<file path="config.mk">
export PLATFORM = sky130hd
export DESIGN_NAME = popcount_frame_sequencer
export DESIGN_NICKNAME = d
export VERILOG_FILES = /design/src/rtl/popcount_frame_sequencer_pkg.sv /design/src/rtl/popcount_frame_sequencer_population_counter.sv /design/src/rtl/popcount_frame_sequencer.sv
export SDC_FILE = /design/constraint.sdc
export NUM_CORES = 1
export LEC_CHECK = 0
export ABC_AREA = 0
export BUFFER_PORTS_ARGS = -buffer_cell sky130_fd_sc_hd__buf_2
export CAP_MARGIN = 0
export CELL_PAD_IN_SITES_DETAIL_PLACEMENT = 0
export CELL_PAD_IN_SITES_GLOBAL_PLACEMENT = 1
export CORE_UTILIZATION = 42
export CTS_CLUSTER_SIZE = 14
export DETAILED_ROUTE_END_ITERATION = 10
export PLACE_DENSITY = 0.83
export SLEW_MARGIN = 20
export SYNTH_ARGS = -nofsm -noshare
export SYNTH_HDL_FRONTEND = slang
export SYNTH_HIERARCHICAL = 1
export SYNTH_SLANG_ARGS = --single-unit
</file>
<file path="constraint.sdc">
create_clock -name clk -period 8.1 [get_ports clk]
set_clock_uncertainty 0.05 [all_clocks]
set_input_delay 0.81 -clock clk [delete_from_list [all_inputs] [get_ports clk]]
set_output_delay 0.81 -clock clk [all_outputs]
set_load 0.02 [all_outputs]
</file>
<file path="src/rtl/popcount_frame_sequencer_pkg.sv">
// popcount_frame_sequencer_pkg
//   Shared definitions for the popcount frame sequencer: datapath widths,
//   FSM state encoding and the frame-length clamp helper.
package popcount_frame_sequencer_pkg;

   localparam int WORD_W    = 32;                          // fixed: population_counter width
   localparam int MAX_WORDS = 16;                          // longest frame in words
   localparam int LEN_W     = $clog2(MAX_WORDS + 1);       // 5
   localparam int TOT_W     = $clog2(WORD_W * MAX_WORDS + 1); // 10, holds 512
   localparam int CNT_W     = $clog2(WORD_W + 1);          // 6, per-word count

   typedef enum logic [1:0] {
      ST_IDLE = 2'd0,
      ST_RUN  = 2'd1,
      ST_DONE = 2'd2
   } state_t;

   // Requested lengths above MAX_WORDS are served as MAX_WORDS, which also
   // bounds the accumulator so it can never overflow TOT_W bits.
   function automatic logic [LEN_W-1:0] clamp_len(input logic [LEN_W-1:0] l);
      return (l > LEN_W'(MAX_WORDS)) ? LEN_W'(MAX_WORDS) : l;
   endfunction

endpackage

</file>
<file path="src/rtl/popcount_frame_sequencer_population_counter.sv">
// population_counter
//   Combinational population count of one data word.
//   Ports:
//     a  in  WORD_W  data word
//     Q  out CNT_W   number of set bits in a
module population_counter
   import popcount_frame_sequencer_pkg::*;
(
   input  logic [WORD_W-1:0] a,
   output logic [CNT_W-1:0]  Q
);

   always_comb begin
      Q = '0;
      for (int i = 0; i < WORD_W; i++) begin
         Q = Q + CNT_W'(a[i]);
      end
   end

endmodule

</file>
<file path="src/rtl/popcount_frame_sequencer.sv">
// popcount_frame_sequencer
//   Runs population_counter over a frame of 1..MAX_WORDS words arriving on a
//   valid/ready stream, accumulates the per-word counts and offers the frame
//   total on a valid/ready output port.
//   Ports:
//     clk        in   1       clock, rising edge
//     rst        in   1       synchronous active-high reset, overrides everything
//     start      in   1       begin a frame (only looked at in IDLE)
//     len        in   LEN_W   frame length in words, captured with start
//     abort      in   1       drop the current frame (RUN or DONE)
//     in_data    in   WORD_W  input word
//     in_valid   in   1       in_data valid
//     in_ready   out  1       word accepted this cycle if in_valid
//     out_total  out  TOT_W   frame popcount total
//     out_valid  out  1       out_total valid
//     out_ready  in   1       consumer takes out_total
//     busy       out  1       FSM not in IDLE
//     dbg_state  out  state_t current FSM state, for observation only
//
//   Handshake semantics: a transfer happens on a rising edge where both valid
//   and ready are high. in_ready and out_valid come straight from registers, so
//   neither depends combinationally on in_valid or out_ready. While out_valid is
//   high, out_total is held until the transfer happens.
module popcount_frame_sequencer
   import popcount_frame_sequencer_pkg::*;
(
   input  logic               clk,
   input  logic               rst,
   input  logic               start,
   input  logic [LEN_W-1:0]   len,
   input  logic               abort,
   input  logic [WORD_W-1:0]  in_data,
   input  logic               in_valid,
   output logic               in_ready,
   output logic [TOT_W-1:0]   out_total,
   output logic               out_valid,
   input  logic               out_ready,
   output logic               busy,
   output state_t             dbg_state
);

   state_t             r_state;
   logic [LEN_W-1:0]   r_len_q;
   logic [LEN_W-1:0]   r_cnt;
   logic [TOT_W-1:0]   r_acc;
   logic [TOT_W-1:0]   r_out_total;
   logic               r_in_ready;
   logic               r_out_valid;
   logic               r_busy;

   logic [CNT_W-1:0]   w_q;
   logic [TOT_W-1:0]   w_sum;
   logic               w_accept;
   logic               w_last;

   population_counter u_popcnt (
      .a (in_data),
      .Q (w_q)
   );

   assign w_sum    = r_acc + TOT_W'(w_q);
   assign w_accept = in_valid & r_in_ready;
   // r_len_q is at least 1 whenever RUN is entered, so the subtraction never wraps.
   assign w_last   = (r_cnt == r_len_q - LEN_W'(1));

   always_ff @(posedge clk) begin
      if (rst) begin
         r_state     <= ST_IDLE;
         r_len_q     <= '0;
         r_cnt       <= '0;
         r_acc       <= '0;
         r_out_total <= '0;
         r_in_ready  <= 1'b0;
         r_out_valid <= 1'b0;
         r_busy      <= 1'b0;
      end else begin
         case (r_state)
            ST_IDLE: begin
               // start beats abort in IDLE: abort is simply not looked at here.
               if (start) begin
                  r_len_q <= clamp_len(len);
                  r_acc   <= '0;
                  r_cnt   <= '0;
                  r_busy  <= 1'b1;
                  if (len == '0) begin
                     r_state     <= ST_DONE;
                     r_out_total <= '0;
                     r_out_valid <= 1'b1;
                  end else begin
                     r_state    <= ST_RUN;
                     r_in_ready <= 1'b1;
                  end
               end
            end
            ST_RUN: begin
               // abort wins over a word offered in the same cycle.
               if (abort) begin
                  r_state    <= ST_IDLE;
                  r_in_ready <= 1'b0;
                  r_busy     <= 1'b0;
                  r_acc      <= '0;
                  r_cnt      <= '0;
               end else if (w_accept) begin
                  r_acc <= w_sum;
                  r_cnt <= r_cnt + LEN_W'(1);
                  if (w_last) begin
                     r_state     <= ST_DONE;
                     r_in_ready  <= 1'b0;
                     r_out_valid <= 1'b1;
                     r_out_total <= w_sum;
                  end
               end
            end
            ST_DONE: begin
               if (abort || out_ready) begin
                  r_state     <= ST_IDLE;
                  r_out_valid <= 1'b0;
                  r_busy      <= 1'b0;
                  r_acc       <= '0;
                  r_cnt       <= '0;
               end
            end
            default: begin
               r_state     <= ST_IDLE;
               r_in_ready  <= 1'b0;
               r_out_valid <= 1'b0;
               r_busy      <= 1'b0;
            end
         endcase
      end
   end

   assign in_ready  = r_in_ready;
   assign out_total = r_out_total;
   assign out_valid = r_out_valid;
   assign busy      = r_busy;
   assign dbg_state = r_state;

endmodule

</file>
==> flow_summary_export.csv <==
group,metric,value,unit
cells_and_area,fillers,658,
power_and_ir_drop,leakagePower,1.51,nW
global_route,grt_pass1_vias,2360,
routing,ant_nets,0,
critical_path,cp_slowest_cell,"fa_1",
die,die_area,7260,um^2
power_and_ir_drop,peakVddDrop,310,uV
routing,routed_wl,6.04,mm
sta,hold_viol_final,0,
power_and_ir_drop,total_power,1.28,mW
die,io_pins,58,
synthesis,ys_seq_area_share,24.1,%
clock_network,cts-buffers-inserted,5,
global_route,global_route.usage.total,18.2,%
place,dp_cells,443,
die,core-area,6530,um^2
sta,worst_hold_slack,0.405,ns
synthesis,synth-warning-count,6,
synthesis,synth_top_area_share,24.1,%
outcome,status,"finished, final reports clean",
place,portBuffers,57,
critical_path,r2r_slack,5.80,ns
cells_and_area,fin_nets,462,
cells_and_area,fin_util,51.0,%
critical_path,path_class,"primary input to register",
clock_network,htreeDepth,2,
sta,fin_setup_tns,0,ns
worst_hold_path,hp-class,"register to register",
synthesis,synthArstFlopShare,0,%
critical_path,critPathLaunchType,"primary input",
critical_path,path_max_fanout,5,
synthesis,synthCells,316,
clock_network,cts_tree,"built",
critical_path,reg2reg_to,"out_total[4]",
sta,fmax,0.154,GHz
global_route,antenna_found_initial,0,
clock_network,root_buffer,"clkbuf_8",
critical_path,path_cells,"buf_2 > fa_1 > ha_1 > inv_1 > fa_1 > fa_1 > fa_1 > fa_1 > fa_1 > inv_1 > fa_1 > inv_1 > fa_1 > inv_1 > inv_1 > fa_1 > nor2b_1 > o31a_1 > o21a_1 > o311ai_1 > a32o_1",
routing,wire_per_inst,13.4,um
routing,drtIter0Drc,72,
global_route,gr-total-overflow,0,
synthesis,syn-num-nets,405,
clock_network,clk_latency,0.30,ns
clock_network,clock-sinks,35,
cells_and_area,syn_to_final_growth,14.5,%
sta,rsz0062_at_grt,"no",
sta,worst_pin_slew,0.643,ns
run,drv_cap,0,
critical_path,worstReg2RegStart,"r_len_q[0]",
critical_path,endpoint_kind,"register",
clock_network,ctsResizeCount,0,
clock_network,clk_path_buf_depth,2,
global_route,grt_max_degree,28,
sta,finalSetupViolations,0,
routing,drtPass1Iterations,4,
critical_path,crit_arrival,6.62,ns
die,initial_core_util,44.5,%
cells_and_area,layout-drive-gt1-share,20.4,%
die,die_y,85.2,um
synthesis,synthTopCellsByArea,"dfxtp_1 24%, fa_1 18%, ha_1 8.6%",
sta,fin_crit,6.48,ns
clock_network,path_clk_slew,0.06,ns
critical_path,crit_path_max_incr_delay,0.55,ns
worst_hold_path,whs_endpoint,"out_valid",
clock_network,holdBufCountCts,0,
sta,slew_violations,0,
critical_path,critPathRequiredTime,8.24,ns
die,die_w,85.2,um
place,gp_congestion,0.807,
worst_hold_path,hold_path_startpoint,"out_valid",
critical_path,reg2reg_depth,7,
cells_and_area,stdcell_count,450,
synthesis,synth_common_cells,"48 x inv_1, 35 x dfxtp_1, 28 x nor2_1, 26 x fa_1, 22 x a21oi_1",
cells_and_area,diodes,0,
critical_path,path_common_cell,"fa_1",
sta,fin_crit_sh,80.0,%
routing,vias,2373,
global_route,grt_pass1_wl,10.5,mm
clock_network,post-cts-setup-buffers,0,
synthesis,synth_ff_type,"dfxtp_1",
die,num_rows,29,
synthesis,netlist_area,2910,um^2
synthesis,synth_top_area_cell,"dfxtp_1",
routing,vias_per_cell,5.27,
synthesis,synth_cell_types,55,
sta,relSlewSlack,57.0,%
power_and_ir_drop,p_per_area,384,nW/um^2
synthesis,syn_avg_cell_area,9.20,um^2
place,post-dp-hpwl,4.87,mm
routing,route.detailed.drc,0,
synthesis,synth-edff-count,0,
synthesis,synth_most_common_cell,"inv_1",
worst_hold_path,whs_path_depth,2,
synthesis,ys_ff_latch,35,
==> per-layer routing <==
metal  vias to the layer above  part of all wire, %  GRT usage [%]
met5                         -                    0              0
met2                        37                   49           30.2
met4                         0                  1.2           6.16
li1                       1191                    -              -
met3                         7                  3.4           3.21
met1                      1138                   47           24.0
==> layout make-up <==
cell class              instances  area, um^2  share of cell area [%]
repair buffers                 57         285                    8.57
inverters                      48         180                    5.41
flip-flops and latches         35         701                    21.1
well taps                      77        96.3                    2.89
clock buffers                   6        82.6                    2.48
multi-input cells             226        1980                    59.4
clock inverters                 1        5.00                   0.150
==> cells by family after synthesis <==
family                   after synthesis  share of synthesized area (%)
flip-flops                            35                           24.1
adder cells (fa/ha/maj)               46                           26.5
buffers and inverters                 55                           7.83
AO/OA/AOI/OAI                         78                           20.7
XOR/XNOR                              16                           5.47
multiplexers                           1                          0.344
AND/OR/NAND/NOR                       85                           15.0
==> metrics by stage <==
stage	setup WS (ns)	area, um^2
floorplan	1.72	2910
global placement	1.35	3240
detailed placement	1.29	3240
CTS	1.60	3330
global route	1.30	3330
finish	1.62	3330
==> worst max path at each step <==
stage / start / endpoint / slack [ns] / depth (start not counted)
2_1_floorplan: in_data[0] / out_total[8] / 1.72 / 20
3_3_place_gp: in_data[0] / out_total[8] / 1.35 / 21
3_5_place_dp: in_data[0] / out_total[8] / 1.29 / 21
4_1_cts: in_data[0] / out_total[8] / 1.60 / 21
5_1_grt: in_data[0] / r_acc[7] / 1.30 / 20
6_report: in_data[0] / out_total[8] / 1.62 / 21
==> where the power goes <==
group	switching (mW)	total, mW	internal, mW
sequential	0.00509	0.181	0.176
clock	0.0623	0.129	0.0667
combinational	0.532	0.967	0.435
==> registers in the layout (all words and copies together), names as in the netlist <==
| register | flops |
|---|---|
| busy | 1 |
| dbg_state | 2 |
| in_ready | 1 |
| out_total | 10 |
| out_valid | 1 |
| r_acc | 10 |
| r_cnt | 5 |
| r_len_q | 5 |
==> critical path: cells and delay by family <==
family	cells	cell delay (ns)
buffers and inverters	6	0.44
adder cells (fa/ha/maj)	10	4.42
AND/OR/NAND/NOR	1	0.16
AO/OA/AOI/OAI	4	0.79
==> placed cells by master (no fill, tap or decap), drive strengths merged, types with 5 or more instances in the layout <==
master  synthesis  routed
inv            48      48
nor3            6       6
o21ai          11      11
buf             2      57
nor2           28      28
and2            5       5
a21oi          23      23
ha             20      20
clkbuf          5       6
xor2            5       5
xnor2          11      11
o211ai          5       5
dfxtp          35      35
nand2          20      20
a211oi          6       6
nand3           6       6
fa             26      26
Power figures use the tool's default switching activity.
